File: src/rtl/trap_ctrl.sv
// trap_ctrl: trap sequencing controller between EX and the csr block.
// Arbitrates illegal/ecall/mret and external/timer interrupts, presents the
// trap code to csr for one cycle, then flushes the pipeline and redirects
// to mtvec (traps) or mepc (mret). Stalls the pipeline for the whole sequence.
// Ports:
//   clk, rst                   clock, synchronous active-high reset
//   inst_valid_i, inst_addr_i  EX instruction present / its PC
//   illegal_i, ecall_i, mret_i synchronous events (qualified by inst_valid_i)
//   ext_irq_i, timer_irq_i     level interrupt requests
//   mstatus_i, mie_i,
//   mtvec_i, mepc_i            current CSR values
//   excepttype_o               trap code to csr (0 = none)
//   current_inst_addr_o        trapping PC to csr
//   stall_o, flush_o, new_pc_o pipeline control and redirect target
module trap_ctrl (
  input  logic        clk,
  input  logic        rst,
  input  logic        inst_valid_i,
  input  logic [31:0] inst_addr_i,
  input  logic        illegal_i,
  input  logic        ecall_i,
  input  logic        mret_i,
  input  logic        ext_irq_i,
  input  logic        timer_irq_i,
  input  logic [31:0] mstatus_i,
  input  logic [31:0] mie_i,
  input  logic [31:0] mtvec_i,
  input  logic [31:0] mepc_i,
  output logic [31:0] excepttype_o,
  output logic [31:0] current_inst_addr_o,
  output logic        stall_o,
  output logic        flush_o,
  output logic [31:0] new_pc_o
);

  typedef enum logic [2:0] {
    IDLE,
    TRAP_CSR,
    TRAP_JUMP,
    MRET_CSR,
    MRET_JUMP
  } state_t;

  state_t      state;
  logic [31:0] cause_q;   // cause kept past the CSR cycle for vectoring
  logic        ev_trap;
  logic        ev_mret;
  logic [31:0] ev_code;
  logic [31:0] tvec_base;

  // Event detection, priority order; only sampled in IDLE.
  always_comb begin
    ev_trap = 1'b0;
    ev_mret = 1'b0;
    ev_code = '0;
    if (state == IDLE && inst_valid_i) begin
      if (illegal_i) begin
        ev_trap = 1'b1;
        ev_code = 32'h0000_0002;
      end else if (ecall_i) begin
        ev_trap = 1'b1;
        ev_code = 32'h0000_000b;
      end else if (mret_i) begin
        ev_mret = 1'b1;
        ev_code = 32'h0000_000a;
      end else if (ext_irq_i && mstatus_i[3] && mie_i[11]) begin
        ev_trap = 1'b1;
        ev_code = 32'h8000_000b;
      end else if (timer_irq_i && mstatus_i[3] && mie_i[7]) begin
        ev_trap = 1'b1;
        ev_code = 32'h8000_0007;
      end
    end
  end

  assign stall_o = (state != IDLE) || ev_trap || ev_mret;

  always_ff @(posedge clk) begin
    if (rst) begin
      state               <= IDLE;
      excepttype_o        <= '0;
      current_inst_addr_o <= '0;
      cause_q             <= '0;
      flush_o             <= 1'b0;
    end else begin
      excepttype_o        <= '0;
      current_inst_addr_o <= '0;
      flush_o             <= 1'b0;
      case (state)
        IDLE: begin
          if (ev_trap || ev_mret) begin
            state               <= ev_trap ? TRAP_CSR : MRET_CSR;
            excepttype_o        <= ev_code;
            current_inst_addr_o <= inst_addr_i;
            cause_q             <= ev_code;
          end
        end
        TRAP_CSR: begin
          state   <= TRAP_JUMP;
          flush_o <= 1'b1;
        end
        MRET_CSR: begin
          state   <= MRET_JUMP;
          flush_o <= 1'b1;
        end
        TRAP_JUMP, MRET_JUMP: state <= IDLE;
        default:              state <= IDLE;
      endcase
    end
  end

  // Target is formed combinationally in the JUMP cycle so that mret sees
  // the mepc value csr committed at the end of MRET_CSR.
  assign tvec_base = {mtvec_i[31:2], 2'b00};

  always_comb begin
    new_pc_o = '0;
    case (state)
      TRAP_JUMP: begin
        if (mtvec_i[1:0] == 2'b01 && cause_q[31])
          new_pc_o = tvec_base + {26'd0, cause_q[3:0], 2'b00};
        else
          new_pc_o = tvec_base;
      end
      MRET_JUMP: new_pc_o = mepc_i;
      default:   new_pc_o = '0;
    endcase
  end

endmodule

File: config.mk
export PLATFORM = sky130hd
export DESIGN_NAME = trap_ctrl
export DESIGN_NICKNAME = d
export VERILOG_FILES = /design/src/rtl/trap_ctrl.sv
export SDC_FILE = /design/constraint.sdc
export NUM_CORES = 1
export LEC_CHECK = 0
export ABC_AREA = 1
export ABC_CLOCK_PERIOD_IN_PS = 4100
export BUFFER_PORTS_ARGS = -buffer_cell sky130_fd_sc_hd__buf_2
export CORE_MARGIN = 4
export CORE_UTILIZATION = 32
export CTS_BUF_LIST = sky130_fd_sc_hd__clkbuf_4
export DETAILED_ROUTE_END_ITERATION = 16
export PLACE_DENSITY = 0.7
export SYNTH_ARGS = -nofsm -noshare
export SYNTH_HDL_FRONTEND = slang
export SYNTH_SLANG_ARGS = --single-unit
File: constraint.sdc
create_clock -name clk -period 4.1 [get_ports clk]
set_clock_uncertainty 0.05 [all_clocks]
set_input_delay 1.23 -clock clk [delete_from_list [all_inputs] [get_ports clk]]
set_output_delay 1.23 -clock clk [all_outputs]
set_load 0.02 [all_outputs]
==> results.tsv, run 1 <==
stage	metric	value	unit
route	drt_iter0_drc	141	
sta	fin_ws	-88.3	ps
clock_tree	postCtsHoldBufs	0	
route	via_per_inst	4.39	
finish	design_area	4420	µm²
route	wl_met1	3.68	mm
sta	worstMarginPinSlew	707	ps
placed_design	pre_cts_ws	-364	ps
sta	rsz0062_at_grt	yes	
setup_path	timing.rr.start	state[2]	
setup_path	crit_path_max_fanout	5	
floorplanning	top_level_ports	266	
yosys	synth-edff-count	0	
yosys	yosysSeqAreaShare	0.302	
yosys	syn_inst	494	
finish	post-route-util	0.478	
clock_tree	root_buffer	clkbuf_4	
clock_tree	cts_buffer_depth	2	
setup_path	crit_chain	buf_8, ha_4, inv_2, fa_2, o21ai_4, buf_6, nand3_4, nor2_4, nand2_2, nand2_1, nand2_1, o21ai_1, buf_4	
global_route	grt-ovfl-total	0	
clock_tree	clk_pin_slew	120	ps
sta	slew_violations	0	
yosys	ys.flop_type	dfxtp_1	
setup_path	cp_slowest_cell	fa_2	
sta	relSlewSlack	0.528	
placed_design	io_buffers	177	
yosys	ys_ff_latch	46	
yosys	ys_async_sr_fraction	0	
global_route	track_usage	0.171	
power	powerDensity	256	nW/µm²
yosys	synth.most_common_cell	nand2_1	
sta	fin_crit_sh	1.02	
route	wl_met3	1.23	mm
floorplanning	rows	35	
route	postRouteAntennaNets	0	
global_route	grt_pass1_wl	15.8	mm
yosys	ys_warn_count	0	
placed_design	globalplace.congestion	1.00	
sta	finalSetupViolCount	8	
worst_hold_path	hold_path_depth	1	
sta	fin_crit	4190	ps
route	first_pass_iters	4	
run_status	violations	negative setup slack	
route	drc	0	
placed_design	placedInstanceArea	4020	µm²
clock_tree	cts_made_buffers	5	
finish	drive_gt1_frac	0.360	
route	dr.max_layer_used	met4	
yosys	avgSynthCellArea	6.18	µm²
route	num_vias	3581	
sta	fmax	239	MHz
power	leakage	2.54	nW
setup_path	worstPathArrival	2910	ps
worst_hold_path	worst_hold_path_type	flop to flop	
yosys	yosys.area.top_type	dfxtp_1	
global_route	grt_pass1_vias	3578	
run	maxCapViolCount	0	
yosys	syn_area	3050	µm²
setup_path	slowest_delay	370	ps
clock_tree	cts_max_level	2	
yosys	yosys-top-cells-area	dfxtp_1 (30%), nand2_1 (16%), inv_1 (10%)	
global_route	grt_max_degree	36	
sta	fin_setup_tns	-389	ps
yosys	synth_top_area_share	0.302	
setup_path	cp_common_cell	nand2_1	
worst_hold_path	hold_path_startpoint	state[2]	
route	avgRoutedWirePerCell	12.2	µm
floorplanning	die_w	106	µm
clock_tree	worstSkewPairLatency	350	ps
finish	antenna_cells	0	
route	dr_wl_met2	4.93	mm
yosys	synth_common_cells	nand2_1 (132), inv_1 (82), nor2_1 (71)	
setup_path	worst-r2r-cell-count	9	
run_status	status	finished, violations left	
global_route	antenna_found_initial	0	
sta	final-hold-violation-count	0	
floorplanning	fp.coreArea	9240	µm²
floorplanning	dieHeight	106	µm
finish	flow.area_growth_from_synthesis	44.7	%
yosys	synth_cell_types	37	
power	ir_worst_vdd	0.000363	V
setup_path	cp-startpoint	mtvec_i[2]	
floorplanning	dieArea	11200	µm²
setup_path	startpoint_type	input pin	
setup_path	cp.required	2820	ps
finish	finalNetCount	859	
clock_tree	cts.sinks	46	
setup_path	end_kind	primary output	
clock_tree	cts_tree	yes	
route	wirelength	9.98	mm
setup_path	timing_worst_setup_path_type	input pin to primary output	
floorplanning	start_util	0.330	
placed_design	hpwl	8.23	mm
==> cells in the final DEF, fill, tap and decap left out, types with 5 or more instances in the layout <==
master and instances:
conb_1 27, clkbuf_4 5, buf_6 14, o21ai_1 8, inv_1 80, o21ai_0 7
nor2_1 68, nand2_2 5, nand2_1 126, nand2_4 5, buf_2 162, a21oi_1 11
nor2_4 7, buf_4 18, dfxtp_1 46, nand4_1 11, nand3_1 35
==> worst paths after layout <==
path / end / slack, ps
setup reg to reg: cause_q[2] / 2210
hold reg to reg: flush_o / 440
setup / recovery: new_pc_o[18] / -90
hold / removal: flush_o / 440
==> timing repair <==
action | CTS | global route
gates resized for setup | 37 | 31
endpoints found under the setup margin | 19 | 25
pin swaps | 20 | 24
setup buffers | 5 | 4
==> cell families after synthesis <==
logic type      Yosys count  share of synthesized area
simple gates            278                      0.400
buf+inv                 121                      0.187
flops                    46                      0.302
compound gates           41                     0.0820
fa+ha+maj                 5                     0.0230
xor+xnor                  2                    0.00574
other cells               1                    0.00123
==> sequential cells by signal (all words and copies together), names as in the netlist <==
signal and flops:
flush_o 1, excepttype_o 5, cause_q 5, current_inst_addr_o 32, state 3
==> routing by layer <==
metal / GRT usage / vias to the layer above
met5: 0 / -
met2: 0.321 / 180
met4: 0.0481 / 0
met3: 0.0674 / 13
met1: 0.175 / 1542
li1: - / 1846
==> worst max-delay path, delay by kind of cell <==
| kind | cells | cell delay [ps] |
|---|---|---|
| simple gates | 5 | 410 |
| buf+inv | 4 | 410 |
| fa+ha+maj | 2 | 500 |
| compound gates | 2 | 370 |
==> power by group <==
group | total, W | switching, W | internal (W) | leakage (nW)
Clock | 0.000272 | 0.000143 | 0.000130 | 0.0456
Sequential | 0.000479 | 0.00000852 | 0.000470 | 0.375
Combinational | 0.000381 | 0.000237 | 0.000143 | 2.12
Total | 0.00113 | 0.000389 | 0.000743 | 2.54
==> metrics by stage <==
stage	cells	total power, W	hold slack (ps)
after floorplan	520	0.000709	393
after global placement	800	0.000825	410
after detailed placement	800	0.000831	429
after CTS	813	0.00113	447
after global routing	816	0.00120	477
final	816	0.00113	439
==> area by class of cell <==
cell class              instances  area (µm²)
clock inverters                 3        43.8
fillers                       929        4820
flip-flops and latches         46         921
well taps                     129         161
multi-input cells             353        1820
inverters                      85         319
clock buffers                   5        37.5
repair buffers                195        1120
No activity file was read; power rests on OpenSTA's default activity.
==> run 2: changes to the inputs <==
RECOVER_POWER = 100   (was default)
==> results.tsv, run 2 (synthesized netlist as in run 1, its figures left out) <==
stage	metric	value	unit
clock_tree	cts_buffer_depth	2	
floorplanning	fp.coreArea	9240	µm²
global_route	grt_max_degree	36	
clock_tree	cts_made_buffers	5	
sta	worstMarginPinSlew	1000	ps
setup_path	worst-r2r-cell-count	9	
power	leakage	2.34	nW
clock_tree	cts_max_level	2	
finish	finalNetCount	859	
setup_path	slowest_delay	370	ps
setup_path	timing_worst_setup_path_type	input pin to primary output	
power	p_total	0.00112	W
clock_tree	worstSkewPairLatency	340	ps
global_route	grt_use_met3	0.0674	
run	maxCapViolCount	0	
floorplanning	top_level_ports	266	
clock_tree	clk_pin_slew	120	ps
worst_hold_path	worst_hold_path_type	flop to flop	
global_route	gr-usage-met1	0.175	
floorplanning	dieHeight	106	µm
finish	reg_top3	current_inst_addr_o x32, cause_q x5, excepttype_o x5	
global_route	grt_pass1_vias	3578	
setup_path	timing.rr.start	state[2]	
clock_tree	root_buffer	clkbuf_4	
sta	fin_crit_sh	1.02	
global_route	antenna_found_initial	0	
setup_path	cp_common_cell	nand2_1	
worst_hold_path	hold_path_depth	1	
setup_path	worstPathArrival	2900	ps
sta	fmax	239	MHz
sta	relSlewSlack	0.330	
sta	fin_setup_tns	-347	ps
setup_path	startpoint_type	input pin	
finish	layout_common_cells	nand2_1 (126), buf_2 (113), inv_1 (81)	
route	drt_iter0_drc	131	
route	wirelength	9.95	mm
floorplanning	die_w	106	µm
route	postRouteAntennaNets	0	
global_route	busiest_layer	met2	
sta	fin_ws	-81.1	ps
setup_path	cp.required	2820	ps
power	ir_worst_vdd	0.000354	V
setup_path	crit_chain	buf_8, ha_4, inv_2, fa_2, o21ai_4, buf_6, nand3_4, nor2_4, nand2_2, nand2_1, nand2_1, o21ai_1, buf_4	
sta	finalSetupViolCount	8	
setup_path	r2r_slack	1510	ps
placed_design	hpwl	8.23	mm
clock_tree	cts_tree	yes	
setup_path	end_kind	primary output	
finish	largest-register	current_inst_addr_o	
worst_hold_path	hold_end	flush_o	
sta	rsz0062_at_grt	yes	
power	p_int	0.000734	W
global_route	grt_pass1_wl	15.8	mm
clock_tree	cts.sinks	46	
sta	slew_violations	0	
setup_path	crit_buf_inv	4	
floorplanning	dieArea	11200	µm²
setup_path	cp_slowest_cell	fa_2	
setup_path	crit_path_max_fanout	5	
floorplanning	start_util	0.330	
run_status	status	finished, violations left	
power	p_comb_frac	0.330	
sta	final-hold-violation-count	0	
floorplanning	rows	35	
finish	fillCellCount	946	
setup_path	critical_path.top_delay_family	adder cells	
finish	antenna_cells	0	
clock_tree	postCtsHoldBufs	0	
finish	largest_reg_flops	32	
placed_design	globalplace.congestion	1.00	
finish	final_common_cell	nand2_1	
route	via_per_inst	4.39	
global_route	grt-ovfl-total	0	
power	p_seq_frac	0.427	
placed_design	io_buffers	177	
power	powerDensity	259	nW/µm²
global_route	track_usage	0.171	
global_route	met2_usage	0.321	
worst_hold_path	hold_path_startpoint	state[2]	
power	pwr-share-clk	0.242	
route	num_vias	3579	
run_status	violations	negative setup slack	
finish	drive_gt1_frac	0.282	
route	drc	0	
sta	fin_crit	4180	ps
power	p_sw_frac	0.345	
setup_path	rr_endpoint	cause_q[0]	
finish	flow.area_growth_from_synthesis	41.8	%
route	first_pass_iters	4	
route	avgRoutedWirePerCell	12.2	µm
power	netSwitchingPower	0.000387	W
==> run 2: routing by layer <==
| metal | share of wire | wire length [µm] |
|---|---|---|
| met4 | 0.013 | 127 |
| met3 | 0.12 | 1190 |
| met2 | 0.50 | 4930 |
| met5 | 0 | 0 |
| met1 | 0.37 | 3710 |
==> run 2: what timing repair did <==
| action | 4_1_cts | 5_1_grt |
|---|---|---|
| buffers inserted | 5 | 4 |
| endpoints found under the setup margin | 19 | 25 |
| resized for setup | 37 | 31 |
| pin swaps | 20 | 24 |
==> run 2: worst max-delay path by stage <==
stage / from / end / slack (ps) / cells past startpoint
after floorplan: mtvec_i[2] / new_pc_o[18] / 20 / 10
after global placement: mtvec_i[2] / new_pc_o[20] / -240 / 12
after global routing: mtvec_i[2] / new_pc_o[22] / -190 / 12
after detailed placement: mtvec_i[2] / new_pc_o[30] / -360 / 11
after CTS: mtvec_i[2] / new_pc_o[18] / -60 / 13
final: mtvec_i[2] / new_pc_o[18] / -80 / 13
==> run 2: power groups by stage <==
stage	Combinational [W]	Clock, W	Sequential [W]
floorplan	0.000197	0	0.000512
global placement	0.000338	0	0.000487
detailed placement	0.000344	0	0.000488
CTS	0.000366	0.000284	0.000479
global route	0.000409	0.000298	0.000482
finish	0.000370	0.000272	0.000479
==> run 2: stage by stage <==
step           std cells   util  hold slack, ps  area [µm²]  worst slack, ps
2_1_floorplan        520      -             393        3150             15.7
3_3_place_gp         800  0.435             410        4020             -235
3_5_place_dp         800  0.435             429        4020             -364
4_1_cts              813  0.462             447        4270            -55.8
5_1_grt              816  0.468             477        4330             -187
6_report             816  0.468             439        4330            -81.1
==> run 2: cell type report <==
cell class	count	area, µm²	area share
Multi-Input combinational cell	353	1790	0.413
Clock buffer	5	37.5	0.00867
Clock inverter	3	43.8	0.0101
Inverter	85	319	0.0737
Sequential cell	46	921	0.213
Tap cell	129	161	0.0373
Timing Repair Buffer	195	1060	0.244
==> run 3: changes to the inputs <==
PLACE_DENSITY = 0.67   (was 0.7)
==> results.tsv, run 3 (synthesized netlist as in run 1, its figures left out) <==
stage	metric	value	unit
placed_design	io_buffers	177	
power	powerDensity	261	nW/µm²
finish	drive_gt1_frac	0.280	
setup_path	rr_endpoint	cause_q[0]	
placed_design	globalplace.congestion	1.03	
setup_path	crit_path_max_fanout	5	
power	netSwitchingPower	0.000385	W
floorplanning	dieHeight	106	µm
setup_path	worstPathArrival	2880	ps
sta	worstMarginPinSlew	1030	ps
finish	post-route-util	0.460	
power	p_int	0.000724	W
worst_hold_path	worst_hold_path_type	flop to flop	
finish	finalNetCount	857	
finish	finalNonFillerCells	814	
finish	flow.area_growth_from_synthesis	39.4	%
placed_design	hpwl	8.08	mm
worst_hold_path	hold_path_depth	1	
global_route	track_usage	0.169	
sta	slew_violations	0	
sta	fin_ws	-59.7	ps
floorplanning	start_util	0.330	
placed_design	pre_cts_ws	-279	ps
route	wirelength	9.88	mm
setup_path	r2r_slack	1500	ps
route	drc	0	
clock_tree	clk_pin_slew	130	ps
worst_hold_path	hold_end	state[2]	
sta	fin_setup_tns	-370	ps
setup_path	cp.required	2820	ps
finish	antenna_cells	0	
finish	final_common_cell	nand2_1	
power	ir_worst_vdd	0.000299	V
route	avgRoutedWirePerCell	12.1	µm
route	postRouteAntennaNets	0	
floorplanning	die_w	106	µm
worst_hold_path	hold_path_startpoint	state[2]	
floorplanning	top_level_ports	266	
sta	final-hold-violation-count	0	
clock_tree	postCtsHoldBufs	0	
sta	fin_crit_sh	1.01	
clock_tree	root_buffer	clkbuf_4	
setup_path	timing.rr.start	state[2]	
clock_tree	cts.sinks	46	
sta	finalSetupViolCount	11	
floorplanning	rows	35	
placed_design	place_inst	802	
sta	fin_crit	4160	ps
clock_tree	worstSkewPairLatency	350	ps
power	pwr-share-clk	0.247	
route	first_pass_iters	4	
route	num_vias	3624	
global_route	grt_pass1_vias	3559	
power	leakage	2.32	nW
sta	fmax	240	MHz
global_route	antenna_found_initial	0	
run_status	violations	negative setup slack	
floorplanning	fp.coreArea	9240	µm²
clock_tree	cts_tree	yes	
finish	largest_reg_flops	32	
global_route	grt_max_degree	36	
clock_tree	cts_made_buffers	5	
route	via_per_inst	4.45	
clock_tree	cts_buffer_depth	2	
setup_path	end_kind	primary output	
route	drt_iter0_drc	140	
finish	reg_top3	current_inst_addr_o x32, cause_q x5, excepttype_o x5	
power	p_comb_frac	0.321	
floorplanning	dieArea	11200	µm²
power	p_sw_frac	0.347	
run	maxCapViolCount	0	
finish	layout_common_cells	nand2_1 (128), buf_2 (124), inv_1 (82)	
sta	rsz0062_at_grt	yes	
setup_path	startpoint_type	input pin	
run_status	status	finished, violations left	
clock_tree	cts_max_level	2	
setup_path	worst-r2r-cell-count	9	
sta	holdWs	443	ps
power	p_seq_frac	0.432	
setup_path	timing_worst_setup_path_type	input pin to primary output	
sta	relSlewSlack	0.314	
finish	largest-register	current_inst_addr_o	
global_route	grt_pass1_wl	15.6	mm
global_route	grt-ovfl-total	0	
run 3: changes by cell type in the layout (fill, tap and decap cells not counted), moves of 3 or more:
| cell | before | now |
|---|---|---|
| a21oi_1 | 12 | 9 |
| o21ai_0 | 10 | 14 |
| o21ai_1 | 8 | 3 |
| buf_6 | 14 | 8 |
| ha_4 | 4 | 1 |
| clkbuf_2 | 3 | 0 |
| ha_1 | 0 | 3 |
| buf_2 | 113 | 124 |
| clkbuf_1 | 47 | 44 |
run 3: final cells by class:
cell class              count  area [µm²]
fillers                   960        4990
multi-input cells         353        1760
repair buffers            193        1010
flip-flops and latches     46         921
inverters                  85         319
well taps                 129         161
clock inverters             3        43.8
clock buffers               5        37.5
run 3: how the worst max path moves through the flow:
stage / from / endpoint / slack [ps]
2_1_floorplan: mtvec_i[2] / new_pc_o[18] / 20
3_3_place_gp: mtvec_i[2] / new_pc_o[28] / -250
3_5_place_dp: mtvec_i[2] / new_pc_o[28] / -280
4_1_cts: mtvec_i[2] / new_pc_o[28] / -60
5_1_grt: mtvec_i[2] / new_pc_o[28] / -180
6_report: mtvec_i[2] / new_pc_o[26] / -60
run 3: routing by layer:
layer	global-route usage	part of all wire
met1	0.183	0.37
met2	0.303	0.50
met3	0.0551	0.11
met4	0.0638	0.020
met5	0	0
run 3: what timing repair did:
| item | 4_1_cts | 5_1_grt |
|---|---|---|
| gates resized for setup | 27 | 20 |
| pin swaps | 12 | 14 |
| setup buffers | 2 | 2 |
| endpoints found under the setup margin | 15 | 24 |
run 3: critical path, stage by stage:
cell and delay, ps:
buf_8 80, ha_4 130, inv_2 40, fa_2 380
o21ai_4 220, nand4_1 220, nor2_4 180, nand3_1 80
nand3_1 90, nand2_1 70, buf_2 160
run 3: power by group through the flow:
stage | combinational (W) | sequential, W | clock [W]
after floorplan | 0.000197 | 0.000512 | 0
after global placement | 0.000339 | 0.000487 | 0
after detailed placement | 0.000345 | 0.000488 | 0
after CTS | 0.000358 | 0.000479 | 0.000284
after global routing | 0.000394 | 0.000482 | 0.000306
final | 0.000356 | 0.000479 | 0.000274
run 3: metrics by stage:
step                instance area (µm²)  total power (W)
floorplan                          3150         0.000709
global placement                   4040         0.000827
detailed placement                 4040         0.000833
CTS                                4230          0.00112
global route                       4250          0.00118
finish                             4250          0.00111
